--- src/rtl/adc_capture_ctrl_pkg.sv ---
// Shared types and defaults for the ADC capture sequencer slice.
package adc_capture_pkg;

  localparam int unsigned DEF_WDTH           = 16;
  localparam int unsigned DEF_DEPTH          = 64;
  localparam int unsigned DEF_SETTLE_SAMPLES = 4;
  localparam int unsigned DEF_CNT_W          = 16;

  typedef enum logic [1:0] {
    IDLE    = 2'd0,
    SETTLE  = 2'd1,
    CAPTURE = 2'd2,
    DRAIN   = 2'd3
  } state_t;

  // One extra MSB beyond the address lets equal addresses mean either empty or full.
  function automatic int unsigned ptr_width(input int unsigned depth);
    return $clog2(depth) + 1;
  endfunction

endpackage

--- src/rtl/adc_capture_ctrl_if.sv ---
// Sample output stream (valid/ready) from the capture controller to its consumer.
interface adc_capture_if
  import adc_capture_pkg::*;
#(
  parameter int unsigned WDTH = DEF_WDTH
);

  logic [WDTH-1:0] m_data;
  logic            m_valid;
  logic            m_ready;

  modport master (output m_data, output m_valid, input m_ready);
  modport slave  (input m_data, input m_valid, output m_ready);

endinterface

--- src/rtl/adc_capture_ctrl_fifo.sv ---
// Synchronous first-word-fall-through FIFO with a registered head entry and flush.
module adc_sample_fifo
  import adc_capture_pkg::*;
#(
  parameter int unsigned WDTH  = DEF_WDTH,
  parameter int unsigned DEPTH = DEF_DEPTH
) (
  input  logic            clk,
  input  logic            rst_n,
  input  logic            flush,
  input  logic            push,
  input  logic [WDTH-1:0] push_data,
  input  logic            pop,
  output logic            full,
  output logic            empty,
  output logic [WDTH-1:0] head_data,
  output logic            head_valid
);

  localparam int unsigned PW = ptr_width(DEPTH);
  localparam int unsigned AW = $clog2(DEPTH);

  logic [WDTH-1:0] mem [DEPTH];
  logic [PW-1:0]   wr_ptr;
  logic [PW-1:0]   rd_ptr;
  logic [PW-1:0]   rd_next;
  logic            pop_ok;
  logic            push_ok;
  logic            head_next;

  assign empty     = (wr_ptr == rd_ptr);
  assign full      = (wr_ptr[AW-1:0] == rd_ptr[AW-1:0]) && (wr_ptr[AW] != rd_ptr[AW]);
  assign pop_ok    = pop && head_valid;
  assign push_ok   = push && (!full || pop_ok);
  assign rd_next   = rd_ptr + PW'(pop_ok);
  // Head looks at the pre-push write pointer, so a fresh word appears one edge after its write.
  assign head_next = (wr_ptr != rd_next);

  always_ff @(posedge clk) begin
    if (!rst_n || flush) begin
      wr_ptr     <= '0;
      rd_ptr     <= '0;
      head_valid <= 1'b0;
      head_data  <= '0;
    end else begin
      if (push_ok) begin
        wr_ptr <= wr_ptr + PW'(1);
      end
      rd_ptr     <= rd_next;
      head_valid <= head_next;
      if (head_next) begin
        head_data <= mem[rd_next[AW-1:0]];
      end
    end
  end

  always_ff @(posedge clk) begin
    if (push_ok) begin
      mem[wr_ptr[AW-1:0]] <= push_data;
    end
  end

endmodule

--- src/rtl/adc_capture_ctrl.sv ---
// Capture sequencer: enable ADC, discard warm-up samples, capture a window into a FIFO, stream it out.
// Optional min/max tracking of captured samples is enabled by defining ADC_CAPTURE_PEAK_EN.
module adc_capture_ctrl
  import adc_capture_pkg::*;
#(
  parameter int unsigned WDTH           = DEF_WDTH,
  parameter int unsigned DEPTH          = DEF_DEPTH,
  parameter int unsigned SETTLE_SAMPLES = DEF_SETTLE_SAMPLES,
  parameter int unsigned CNT_W          = DEF_CNT_W
) (
  input  logic             clk,
  input  logic             rst_n,
  input  logic             start,
  input  logic             abort,
  input  logic [CNT_W-1:0] num_samples,
  output logic             adc_en,
  input  logic [WDTH-1:0]  adc_output,
  input  logic             adc_valid,
  adc_capture_if.master    m,
  output logic             busy,
  output logic             done,
  output logic             overflow
`ifdef ADC_CAPTURE_PEAK_EN
  ,
  output logic [WDTH-1:0]  peak_min,
  output logic [WDTH-1:0]  peak_max
`endif
);

  state_t           state;
  state_t           state_next;
  logic [CNT_W-1:0] cnt;
  logic [CNT_W-1:0] cnt_inc;
  logic [CNT_W-1:0] num_lat;
  logic             accept;
  logic             push;
  logic             flush;
  logic             pop;
  logic             drop;
  logic             done_next;
  logic             cap_valid;
  logic             settle_valid;
  logic             fifo_full;
  logic             fifo_empty;
  logic [WDTH-1:0]  head_data;
  logic             head_valid;

  assign cnt_inc      = cnt + CNT_W'(1);
  assign pop          = m.m_valid && m.m_ready;
  assign cap_valid    = (state == CAPTURE) && adc_valid && !abort;
  assign settle_valid = (state == SETTLE) && adc_valid && !abort;
  assign drop         = push && fifo_full && !pop;

  always_ff @(posedge clk) begin
    if (!rst_n) begin
      state <= IDLE;
    end else begin
      state <= state_next;
    end
  end

  always_comb begin
    state_next = state;
    accept     = 1'b0;
    push       = 1'b0;
    flush      = 1'b0;
    done_next  = 1'b0;
    if (abort) begin
      state_next = IDLE;
      flush      = 1'b1;
    end else begin
      case (state)
        IDLE: begin
          if (start) begin
            accept = 1'b1;
            if (num_samples == '0) begin
              state_next = DRAIN;
            end else if (SETTLE_SAMPLES != 0) begin
              state_next = SETTLE;
            end else begin
              state_next = CAPTURE;
            end
          end
        end
        SETTLE: begin
          if (adc_valid && (cnt_inc == CNT_W'(SETTLE_SAMPLES))) begin
            state_next = CAPTURE;
          end
        end
        CAPTURE: begin
          if (adc_valid) begin
            push = 1'b1;
            if (cnt_inc == num_lat) begin
              state_next = DRAIN;
            end
          end
        end
        DRAIN: begin
          if (fifo_empty) begin
            done_next  = 1'b1;
            state_next = IDLE;
          end
        end
        default: state_next = IDLE;
      endcase
    end
  end

  // One counter serves both phases; it restarts when settling hands over to capture.
  always_ff @(posedge clk) begin
    if (!rst_n) begin
      cnt      <= '0;
      num_lat  <= '0;
      overflow <= 1'b0;
      done     <= 1'b0;
    end else begin
      done <= done_next;
      if (accept) begin
        cnt      <= '0;
        num_lat  <= num_samples;
        overflow <= 1'b0;
      end else if (settle_valid) begin
        cnt <= (state_next == CAPTURE) ? '0 : cnt_inc;
      end else if (cap_valid) begin
        cnt <= cnt_inc;
      end
      if (drop) begin
        overflow <= 1'b1;
      end
    end
  end

`ifdef ADC_CAPTURE_PEAK_EN
  always_ff @(posedge clk) begin
    if (!rst_n) begin
      peak_min <= '0;
      peak_max <= '0;
    end else if (accept) begin
      peak_min <= '1;
      peak_max <= '0;
    end else if (cap_valid) begin
      if (adc_output < peak_min) begin
        peak_min <= adc_output;
      end
      if (adc_output > peak_max) begin
        peak_max <= adc_output;
      end
    end
  end
`endif

  adc_sample_fifo #(
    .WDTH  (WDTH),
    .DEPTH (DEPTH)
  ) u_fifo (
    .clk        (clk),
    .rst_n      (rst_n),
    .flush      (flush),
    .push       (push),
    .push_data  (adc_output),
    .pop        (pop),
    .full       (fifo_full),
    .empty      (fifo_empty),
    .head_data  (head_data),
    .head_valid (head_valid)
  );

  assign m.m_data  = head_data;
  assign m.m_valid = head_valid;
  assign adc_en    = (state == SETTLE) || (state == CAPTURE);
  assign busy      = (state != IDLE);

endmodule

--- src/flat_wrapper.sv ---
// flat-port wrapper written by rule: the top's interface ports become plain ports
module adc_capture_ctrl_flat import adc_capture_pkg::*;
#(
  parameter int unsigned WDTH           = DEF_WDTH,
  parameter int unsigned DEPTH          = DEF_DEPTH,
  parameter int unsigned SETTLE_SAMPLES = DEF_SETTLE_SAMPLES,
  parameter int unsigned CNT_W          = DEF_CNT_W
)
  (clk, rst_n, start, abort, num_samples, adc_en, adc_output, adc_valid, busy, done, overflow, m_m_data, m_m_valid, m_m_ready);
  adc_capture_if #(.WDTH(WDTH)) m_i ();
  input  logic clk;
  input  logic rst_n;
  input  logic start;
  input  logic abort;
  input  logic [CNT_W-1:0] num_samples;
  output logic adc_en;
  input  logic [WDTH-1:0] adc_output;
  input  logic adc_valid;
  output logic busy;
  output logic done;
  output logic overflow;
  output wire logic [$bits(m_i.m_data)-1:0] m_m_data;
  output wire logic [$bits(m_i.m_valid)-1:0] m_m_valid;
  input wire logic [$bits(m_i.m_ready)-1:0] m_m_ready;
  assign m_m_data = m_i.m_data;
  assign m_m_valid = m_i.m_valid;
  assign m_i.m_ready = m_m_ready;
  adc_capture_ctrl #(.WDTH(WDTH), .DEPTH(DEPTH), .SETTLE_SAMPLES(SETTLE_SAMPLES), .CNT_W(CNT_W)) u_core (.clk(clk), .rst_n(rst_n), .start(start), .abort(abort), .num_samples(num_samples), .adc_en(adc_en), .adc_output(adc_output), .adc_valid(adc_valid), .m(m_i), .busy(busy), .done(done), .overflow(overflow));
endmodule
--- config.mk ---
export PLATFORM = sky130hd
export DESIGN_NAME = adc_capture_ctrl_flat
export DESIGN_NICKNAME = d
export VERILOG_FILES = /design/src/rtl/adc_capture_ctrl_pkg.sv /design/src/rtl/adc_capture_ctrl_if.sv /design/src/rtl/adc_capture_ctrl_fifo.sv /design/src/rtl/adc_capture_ctrl.sv /design/src/flat_wrapper.sv
export SDC_FILE = /design/constraint.sdc
export NUM_CORES = 1
export LEC_CHECK = 0
export BUFFER_PORTS_ARGS = -buffer_cell sky130_fd_sc_hd__buf_2
export CAP_MARGIN = 40
export CORE_AREA = 2 2 303 365
export DETAILED_ROUTE_END_ITERATION = 8
export DIE_AREA = 0 0 305 367
export GPL_ROUTABILITY_DRIVEN = 0
export PLACE_DENSITY = 0.64
export SKIP_CTS_REPAIR_TIMING = 1
export SKIP_LAST_GASP = 1
export SLEW_MARGIN = 20
export SYNTH_ARGS = -nofsm -noshare
export SYNTH_HDL_FRONTEND = slang
export SYNTH_SLANG_ARGS = --single-unit
--- constraint.sdc ---
create_clock -name clk -period 3.1 [get_ports clk]
set_clock_uncertainty 0.15 [all_clocks]
set_input_delay 0.155 -clock clk [delete_from_list [all_inputs] [get_ports clk]]
set_output_delay 0.155 -clock clk [all_outputs]
set_load 0.03 [all_outputs]
==> results.txt <==
----------------------------------------------------
[Timing]
  Worst slew margin ... 48.0%
  Total of endpoints with negative setup slack in the final report ... 6
  Final Hold Violating Endpoints ... 0
  Final critical-path required period ... 3.16 ns
  Worst Slack Setup Final ... -0.0621 ns
  Worst-margin pin slew ... 0.780 ns
  Maximum frequency from static timing analysis ... 0.316 GHz
  Setup repair after global routing missed its margin ... true
  Slew Viols, Final ... 0
  Share of the clock period used by the worst path ... 102%

[Final layout]
  Commonest non-fill, non-tap cell in the layout ... sky130_fd_sc_hd__edfxtp_1
  Post-route cell area ... 0.0522 sq mm
  Commonest cells after routing, fill and taps aside ... sky130_fd_sc_hd__edfxtp_1 (1,024), sky130_fd_sc_hd__mux4_2 (304), sky130_fd_sc_hd__buf_4 (175)
  Synthesis-to-layout area growth ... 21.3%
  Final net count ... 2,569
  Share of layout cells above drive strength 1 ... 32.2%
  Final core utilization ... 48.1%
  Antenna diode count ... 0

[Setup path]
  Worst path max stage delay ... 0.51 ns
  Highest-delay cell along the critical path ... sky130_fd_sc_hd__mux4_2
  Register-to-register setup slack ... -0.06 ns
  Crit path DAT ... 3.54 ns
  Cell-by-cell listing of the critical path ... and2_4 > ha_4 > buf_12 > buf_16 > buf_4 > buf_4 > mux4_2 > mux4_2 > nand2_1 > o21ai_2 > nand4_1 > o221ai_1
  CP delay by family, top ... multiplexers
  Data required time of the worst path ... 3.47 ns
  Number of buffers and inverters on the critical path ... 4
  Highest net fanout along the worst path ... 10
  Kind of critical path ... reg -> reg
  Critical register-to-register path endpoint ... u_core.u_fifo.head_data[0]
  Startpoint Class ... register
  Critical Path Sink Type ... register
  Worst R2R Start ... u_core.u_fifo.head_valid
  Cell depth of the worst flop-to-flop path ... 12

[Die]
  Total I/O pin count ... 59
  Core Rows ... 133
  Die height ... 367 um
  Chip Width ... 305 um
  Standard cell core area ... 0.109 sq mm
  Initial standard-cell utilization of the core ... 39.6%
  Die area ... 0.112 sq mm

[Pwr]
  Leakage dissipation ... 16.6 nW
  Worst-case vdd ir drop ... 380 uV
  Power density of the placed cells ... 559 mW/mm^2

[Detailed routing]
  Sum of routed wire length over all layers ... 109,000 um
  Initial DRC Count ... 2,358
  Number of detailed-routing iterations run before antenna repair ... 5
  # DRC ... 0
  Via count normalized by instance count ... 5.55
  Vias post-DR ... 22,307
  Routed Antenna Nets ... 0
  Detailed-route wire length per cell ... 27.2 um

[GRT]
  Met3 Resource Use GR ... 2.51%
  Peak-usage layer in the global routing report ... met2
  GR Layer Usage met2 ... 33.3%
  Pin count of the biggest net entering global routing ... 65
  Overall Global Routing Usage ... 18.7%
  Global-route wire length before repair ... 153,000 um
  Met1 Resource Use GR ... 23.4%
  Number of global-route vias before repair ... 22,210
  Remaining Overflow, GRT ... 0
  Initial antenna violation count ... 2

[Status]
  Failing checks ... setup timing
  Run status ... finished, violations left

[Logic synthesis]
  Top FF cell, synth ... sky130_fd_sc_hd__edfxtp_1
  Synthesized netlist cell count ... 2,141
  Dominant cell type by area after synthesis ... sky130_fd_sc_hd__edfxtp_1
  Number of enable-type register cells in the synthesized netlist ... 1,024
  Net count of the mapped netlist ... 2,189
  Area share of the leading cell type in the synthesized netlist ... 71.4%
  Netlist area before placement ... 0.0431 sq mm
  Ranking of synthesized cells by area ... sky130_fd_sc_hd__edfxtp_1 (71%), sky130_fd_sc_hd__mux4_2 (16%), sky130_fd_sc_hd__dfxtp_1 (3.1%), sky130_fd_sc_hd__nand2_1 (1.4%), sky130_fd_sc_hd__nor2_1 (0.84%)
  Sequential area share after synthesis ... 74.5%
  Yosys warning count ... 0
  Async set-or-reset flop fraction in the synthesized netlist ... 0%
  Average cell area after synthesis ... 20.1 sq um
  Unique masters post-synth ... 60
  Synthesis-stage register bit count ... 1,091

[CTS]
  Maximum level of the CTS H-tree ... 3
  Worst-case clock buffer depth ... 3
  Root buffer selected by CTS ... sky130_fd_sc_hd__clkbuf_16
  Register clock-pin slew on the reported worst setup and hold paths ... 0.06 ns
  Num CTS Buffers ... 101
  Number of sinks handled by clock tree synthesis ... 1,091
  Clock tree from TritonCTS ... done
  Clock latency at the later pin of the worst-skew pair ... 0.69 ns

[Run]
  Count of maximum capacitance violations ... 0

[Placement]
  DP Wirelength ... 66,600 um
  Area of placed instances ... 0.0471 sq mm
  Worst slack after detailed placement ... -0.736 ns
  Total of buffers placed on input and output ports ... 58

[Min path]
  Hold worst-path end ... u_core.u_fifo.mem[60][0]
  Hold Path Class ... in -> reg
  Depth of the worst hold-timing path ... 2
  Source of the worst hold timing path ... adc_output[0]

----------------------------------------------------
-- registers in the layout (all words and copies together) (netlist names) --
signal / cells
u_core.u_fifo.mem: 1024
u_core.u_fifo.head_valid: 1
u_core.overflow: 1
u_core.u_fifo.wr_ptr: 7
u_core.state: 2
u_core.num_lat: 16
u_core.done: 1
u_core.u_fifo.rd_ptr: 7
u_core.u_fifo.head_data: 16
u_core.cnt: 16
-- through the flow --
step | TNS (ns) | std cells | total power, mW | hold slack (ns)
final | -0.151 | 4017 | 29.2 | 0.0438
after global routing | -1.05 | 4017 | 30.0 | 0.0524
after CTS | -6.34 | 3882 | 29.4 | -0.460
after detailed placement | -5.96 | 3700 | 16.9 | 0.278
after global placement | -7.05 | 3688 | 16.8 | 0.277
after floorplan | 0 | 2141 | 16.5 | 0.104
-- cell type report --
class                      instances  area (sq um)
tap                             1417          1770
multi-input combinational        917         10600
sequential                      1091         32100
timing repair buffer             402          4370
clock buffer                     126          2680
clock inverter                    56           677
inverter                           8          30.0
fill                            8713         56400
-- where the power goes --
group / switching (mW) / internal [mW]
Clock: 5.31 / 7.30
Combinational: 0.350 / 0.160
Sequential: 0.0120 / 16.1
-- kinds of logic (layout without fill, tap and decap cells) --
kind of cell | after synthesis | in the layout | share of synthesized area [%]
compound gates | 109 | 109 | 1.77
mux | 322 | 322 | 16.3
simple gates | 412 | 412 | 4.40
flops | 1091 | 1091 | 74.5
xor+xnor | 64 | 64 | 1.34
fa+ha+maj | 10 | 10 | 0.290
buf+inv | 133 | 592 | 1.39
-- synthesized netlist by cell type, types with 10 or more instances --
library cell               number
sky130_fd_sc_hd__nand3_1       44
sky130_fd_sc_hd__o221ai_1      16
sky130_fd_sc_hd__edfxtp_1    1024
sky130_fd_sc_hd__ha_1          10
sky130_fd_sc_hd__a21boi_0      18
sky130_fd_sc_hd__dfxtp_1       67
sky130_fd_sc_hd__xor2_1        26
sky130_fd_sc_hd__nand4_1       25
sky130_fd_sc_hd__buf_2         52
sky130_fd_sc_hd__nor2_1        96
sky130_fd_sc_hd__nor3_1        23
sky130_fd_sc_hd__clkbuf_1      58
sky130_fd_sc_hd__mux4_2       304
sky130_fd_sc_hd__o21ai_0       42
sky130_fd_sc_hd__mux2i_1       18
sky130_fd_sc_hd__nand2_1      166
sky130_fd_sc_hd__xnor2_1       36
-- routing by layer --
metal | part of all wire [%] | vias to the layer above
met4 | 3.3 | 0
met1 | 39 | 11863
met3 | 5.4 | 158
met2 | 53 | 761
met5 | 0 | -
li1 | - | 9525
-- worst max path at each step --
stage,from,end,cells past startpoint
final,u_core.u_fifo.head_valid,u_core.u_fifo.head_data[0],12
after floorplan,u_core.u_fifo.head_valid,u_core.u_fifo.head_data[14],10
after global routing,u_core.u_fifo.head_valid,u_core.u_fifo.head_data[9],12
after global placement,u_core.u_fifo.head_valid,u_core.u_fifo.head_data[5],12
after detailed placement,u_core.u_fifo.head_valid,u_core.u_fifo.head_data[12],12
after CTS,u_core.u_fifo.head_valid,u_core.u_fifo.head_data[12],12
(Power assumes the default switching activity.)
